$ cat src/rtl/rdclk_port_arbiter.sv
// -----------------------------------------------------------------------------
// rdclk_port_arbiter
//
// Round-robin arbiter sharing one read-clocked 1-bit lookup primitive among
// N_REQ requesters. The winner's data bit is registered onto the primitive
// input (blk_a). The primitive output (blk_o) is sampled LATENCY rdclk cycles
// later and returned as a single-cycle one-hot strobe to the winner.
// rdclk is the only clock, so clock-detection tools see it as a clock net.
//
// Ports:
//   rdclk      in   1      sole clock, rising edge
//   rst        in   1      asynchronous reset, active-high
//   req_valid  in   N_REQ  per-requester request valid
//   req_a      in   N_REQ  per-requester bit to drive onto the primitive
//   req_ready  out  N_REQ  one-hot accept (combinational, IDLE only)
//   rsp_valid  out  N_REQ  one-hot single-cycle response strobe
//   rsp_o      out  1      sampled primitive output
//   blk_a      out  1      registered drive to primitive input a
//   blk_o      in   1      primitive output o
//   busy       out  1      high whenever the FSM is not IDLE
// -----------------------------------------------------------------------------
module rdclk_port_arbiter #(
    parameter int N_REQ   = 4,
    parameter int LATENCY = 1,
    parameter int CNT_W   = $clog2(LATENCY + 1)
) (
    input  logic             rdclk,
    input  logic             rst,
    input  logic [N_REQ-1:0] req_valid,
    input  logic [N_REQ-1:0] req_a,
    output logic [N_REQ-1:0] req_ready,
    output logic [N_REQ-1:0] rsp_valid,
    output logic             rsp_o,
    output logic             blk_a,
    input  logic             blk_o,
    output logic             busy
);

    // A one-bit pointer is kept even when N_REQ==1 so every vector is legal.
    localparam int PTR_W = (N_REQ > 1) ? $clog2(N_REQ) : 1;
    localparam logic [PTR_W:0]   N_REQ_EXT = (PTR_W + 1)'(N_REQ);
    localparam logic [PTR_W-1:0] LAST_IDX  = PTR_W'(N_REQ - 1);

    typedef enum logic [1:0] {
        ST_IDLE = 2'd0,
        ST_WAIT = 2'd1,
        ST_RESP = 2'd2
    } state_t;

    state_t             state_q, state_d;
    logic [PTR_W-1:0]   ptr_q, ptr_d;
    logic [PTR_W-1:0]   gnt_q, gnt_d;
    logic [CNT_W-1:0]   cnt_q, cnt_d;
    logic               blk_a_q, blk_a_d;
    logic               rsp_o_q, rsp_o_d;
    logic [N_REQ-1:0]   rsp_valid_q, rsp_valid_d;

    // -------------------------------------------------------------------------
    // Round-robin winner search
    // -------------------------------------------------------------------------
    // Rotating the request vector right by ptr puts requester ptr at bit 0, so
    // the lowest set bit of the rotated vector is the offset of the winner.
    logic [2*N_REQ-1:0] req_dbl;
    logic [N_REQ-1:0]   req_rot;
    logic [PTR_W-1:0]   win_off;
    logic [PTR_W:0]     win_sum;
    logic [PTR_W-1:0]   win_idx;
    logic               win_found;

    // NOTE: every signal assigned in always_comb gets a default first, so no
    // path leaves it unassigned and no latch is inferred.
    always_comb begin
        req_dbl   = {req_valid, req_valid} >> ptr_q;
        req_rot   = req_dbl[N_REQ-1:0];
        win_found = |req_rot;
        win_off   = '0;
        // Descending scan: the lowest set offset is the last one written.
        for (int j = N_REQ - 1; j >= 0; j--) begin
            if (req_rot[j]) begin
                win_off = PTR_W'(j);
            end
        end
        win_sum = {1'b0, ptr_q} + {1'b0, win_off};
        if (win_sum >= N_REQ_EXT) begin
            win_sum = win_sum - N_REQ_EXT;
        end
        win_idx = win_sum[PTR_W-1:0];
    end

    // -------------------------------------------------------------------------
    // FSM: state register
    // -------------------------------------------------------------------------
    // NOTE: sequential state uses non-blocking assignments so every flop
    // samples pre-edge values regardless of process ordering.
    always_ff @(posedge rdclk or posedge rst) begin
        if (rst) begin
            state_q <= ST_IDLE;
        end else begin
            state_q <= state_d;
        end
    end

    // -------------------------------------------------------------------------
    // FSM: next-state logic
    // -------------------------------------------------------------------------
    always_comb begin
        state_d = state_q;
        unique case (state_q)
            ST_IDLE: if (win_found)                state_d = ST_WAIT;
            ST_WAIT: if (cnt_q == CNT_W'(1))       state_d = ST_RESP;
            ST_RESP:                               state_d = ST_IDLE;
            default:                               state_d = ST_IDLE;
        endcase
    end

    // -------------------------------------------------------------------------
    // FSM: outputs
    // -------------------------------------------------------------------------
    always_comb begin
        busy      = (state_q != ST_IDLE);
        req_ready = '0;
        // Gated with rst so no requester sees an accept that the reset discards.
        if ((state_q == ST_IDLE) && win_found && !rst) begin
            req_ready = N_REQ'(1) << win_idx;
        end
    end

    // -------------------------------------------------------------------------
    // Datapath next-state
    // -------------------------------------------------------------------------
    always_comb begin
        ptr_d       = ptr_q;
        gnt_d       = gnt_q;
        cnt_d       = cnt_q;
        blk_a_d     = blk_a_q;
        rsp_o_d     = rsp_o_q;
        rsp_valid_d = rsp_valid_q;
        unique case (state_q)
            ST_IDLE: begin
                if (win_found) begin
                    blk_a_d = req_a[win_idx];
                    gnt_d   = win_idx;
                    cnt_d   = CNT_W'(LATENCY);
                end
            end
            ST_WAIT: begin
                cnt_d = cnt_q - CNT_W'(1);
                if (cnt_q == CNT_W'(1)) begin
                    rsp_o_d     = blk_o;
                    rsp_valid_d = N_REQ'(1) << gnt_q;
                end
            end
            ST_RESP: begin
                rsp_valid_d = '0;
                // Advance only past the last winner; this is what makes the
                // rotation fair for continuously-valid requesters.
                ptr_d = (gnt_q == LAST_IDX) ? '0 : gnt_q + PTR_W'(1);
            end
            default: begin
                rsp_valid_d = '0;
            end
        endcase
    end

    always_ff @(posedge rdclk or posedge rst) begin
        if (rst) begin
            ptr_q       <= '0;
            gnt_q       <= '0;
            cnt_q       <= '0;
            blk_a_q     <= 1'b0;
            rsp_o_q     <= 1'b0;
            rsp_valid_q <= '0;
        end else begin
            ptr_q       <= ptr_d;
            gnt_q       <= gnt_d;
            cnt_q       <= cnt_d;
            blk_a_q     <= blk_a_d;
            rsp_o_q     <= rsp_o_d;
            rsp_valid_q <= rsp_valid_d;
        end
    end

    assign blk_a     = blk_a_q;
    assign rsp_o     = rsp_o_q;
    assign rsp_valid = rsp_valid_q;

endmodule

$ cat config.mk
export PLATFORM = sky130hd
export DESIGN_NAME = rdclk_port_arbiter
export DESIGN_NICKNAME = d
export VERILOG_FILES = /design/src/rtl/rdclk_port_arbiter.sv
export SDC_FILE = /design/constraint.sdc
export NUM_CORES = 1
export LEC_CHECK = 0
export ABC_AREA = 1
export CAP_MARGIN = 20
export CORE_MARGIN = 3
export CORE_UTILIZATION = 25
export DETAILED_ROUTE_END_ITERATION = 7
export HOLD_SLACK_MARGIN = 0.03
export PLACE_DENSITY = 0.44
export SYNTH_ARGS = -nofsm -noshare
export SYNTH_HDL_FRONTEND = slang
export SYNTH_SLANG_ARGS = --single-unit
$ cat constraint.sdc
create_clock -name rdclk -period 2.3 [get_ports rdclk]
set_input_delay 0.46 -clock rdclk [delete_from_list [all_inputs] [get_ports rdclk]]
set_output_delay 0.46 -clock rdclk [all_outputs]
set_load 0.02 [all_outputs]
==> results.ini <==
[synth]
syn_avg_cell_area_um2 = 7.37
yosys.area.top_type = dfrtp_1
ys_seq_area_share_pct = 39.8
yosys-top-cells-count = 32 x nand2_1, 17 x inv_1, 13 x dfrtp_1, 13 x nand3_1, 8 x o21ai_0
synth_warnings = 0
yosysTopAreaCellShare_pct = 39.8
yosysUniqueCellTypes = 19
synth_nets = 127
synth_edf_count = 0
ys_top_cells_by_area = dfrtp_1 40%, nand2_1 15%, nand3_1 8.0%, inv_1 7.8%, ha_1 7.6%
ys_seq_elements = 13
yosysMostFrequentCell = nand2_1
ys.flop_type = dfrtp_1
syn_inst = 111
synth_area_um2 = 818
ys_async_sr_fraction_pct = 100

[floorplan]
start_util_pct = 26.6
fp-row-count = 20
core_area_mm2 = 0.00308
die_h_um = 63.2
die_area_mm2 = 0.00400
die_w_um = 63.2
io_pins = 22

[status]
violations = negative setup slack
status = finished, violations left

[global_route]
grt_usage_pct = 12.0
grt_max_degree = 14
grt_pass1_wl_um = 3900
grt_overflow_total = 0
grt_pass1_vias = 912
grt_antenna_before_repair = 0

[hold_path]
hold_depth = 1
hp-class = register to register
hp-start = cnt_q

[clock_tree]
cts.hold.buffers_added = 0
cts_made_buffers = 3
path_clk_slew_ps = 80
clockBufferDepth = 2
cts-root-buf = clkbuf_4
cts_tree = built
clock_latency_ps = 270
cts.sinks = 13
htree_levels = 1

[timing]
rsz0062_at_grt = yes
max_clock_freq_mhz = 374
tightest_slew_ps = 404
fin_setup_tns_ps = -1440
finalCritPeriodShare_pct = 116
finalMaxSlewViolations = 0
finalSetupViolations = 4
timing.final.ws_setup_ps = -373
hold_violations = 0
period_minus_slack_ps = 2670
fin_skew_ps = 3.25
maxSlewHeadroom_pct = 72.8

[finish]
fill_cells = 320
layout.nets = 177
n_antenna_cell = 0
areaGrowthSynthToFinish_pct = 76.3
layout-drive-gt1-share_pct = 42.5

[routing]
ant_nets = 0
wl_um = 2200
drc = 0
wl_per_cell_um = 10.8
drtPass1Iterations = 4
drtIter0Drc = 18
vias = 859
vias_per_cell = 4.21

[place]
dp_hpwl_um = 1600
preCtsSetupSlack_ps = -1060
port_buffers = 21
gp_congestion = 0.772

[worst_setup_path]
startpoint = ptr_q[0]
worstSetupEndpointType = output pin
r2r_start = ptr_q[0]
path_class = register to output pin
critPathMaxFanout = 6
rr_worst_depth = 16
worst_setup_path_start_kind = register
critPathRequiredTime_ps = 1840
arrival_ps = 2210

[flow_run]
maxCapViolCount = 0

[pwr]
vdd_drop_max_v = 0.000951
powerDensity_mw_per_mm2 = 1660
p_leak_nw = 0.704

## layer usage
metal  vias up  routed length [µm]  global-route usage, %
met5         -                   0                      0
met4         0                  14                   1.62
met3         2                 130                   4.46
met2        24                1100                   21.6
met1       387                 955                   13.9
li1        446                   -                      -
## metrics by stage
stage	total power, mW	std cells	hold WS [ps]	cell area [µm²]	utilization (%)
after floorplan	1.22	111	353	830	-
after global placement	1.80	191	448	1210	39.2
after detailed placement	1.80	191	456	1210	39.2
after CTS	2.31	207	469	1410	45.8
after global routing	2.62	204	506	1440	46.9
final	2.39	204	461	1440	46.9
## worst paths after layout
kind	slack, ps	end
setup / recovery	-370	req_ready[2]
hold / removal	460	state_q[0]
setup reg to reg	130	gnt_q[1]
hold reg to reg	460	state_q[0]
max in group asynchronous	1560	ptr_q[1]
min in group asynchronous	570	rsp_o
## flip-flops by register name, summed over array words and instances, names as in the netlist
| register | count |
|---|---|
| rsp_valid | 4 |
| blk_a | 1 |
| ptr_q | 2 |
| cnt_q | 1 |
| gnt_q | 2 |
| rsp_o | 1 |
| state_q | 2 |
## cells in the final DEF (no fill, tap or decap), types with 3 or more instances in the layout
cell	Yosys	layout
inv_1	17	17
nand2_1	32	22
clkbuf_4	0	3
dlygate4sd2_1	0	4
nand2_4	0	4
nor2_1	7	5
o21ai_0	8	7
buf_6	0	6
ha_1	5	4
buf_4	0	22
dfrtp_1	13	11
nand3_1	13	5
nand3_2	0	7
clkdlybuf4s50_1	0	13
nand2_2	4	10
## where the power goes
group / total [mW] / switching, mW / internal (mW)
clock network: 0.137 / 0.0695 / 0.0671
logic: 1.83 / 0.968 / 0.860
registers: 0.428 / 0.0884 / 0.340
## worst max-delay path, stage by stage (launching register included)
cell	delay, ps
dfrtp_2	460
clkinv_4	120
nand2_4	80
nand3_2	70
nand2_2	90
nand3_2	70
a21boi_2	130
ha_2	200
xor2_2	190
nand2_2	100
nand2_4	130
nand2_2	70
nor2_2	120
buf_6	120
## area by class of cell
type                            count  area, µm²  area share [%]
Clock buffer                        4       26.3            1.82
Inverter                           19       76.3            5.29
Multi-Input combinational cell     79        559            38.8
Sequential cell                    13        328            22.7
Tap cell                           44       55.1            3.82
Timing Repair Buffer               45        398            27.6
## timing repair
item	CTS	global route
pin swaps	14	10
gates resized for setup	52	15
endpoints found under the setup margin	4	5
buffers inserted	12	2
## kinds of logic after synthesis
logic type,count (synthesis),share of synthesized area [%]
buffers and inverters,19,8.72
and+or+nand+nor,60,32.3
DFF,13,39.8
xor gates and xnor gates,1,1.07
AOI/OAI and AO/OA,13,10.6
adders and majority gates,5,7.65
(Power assumes the default switching activity.)
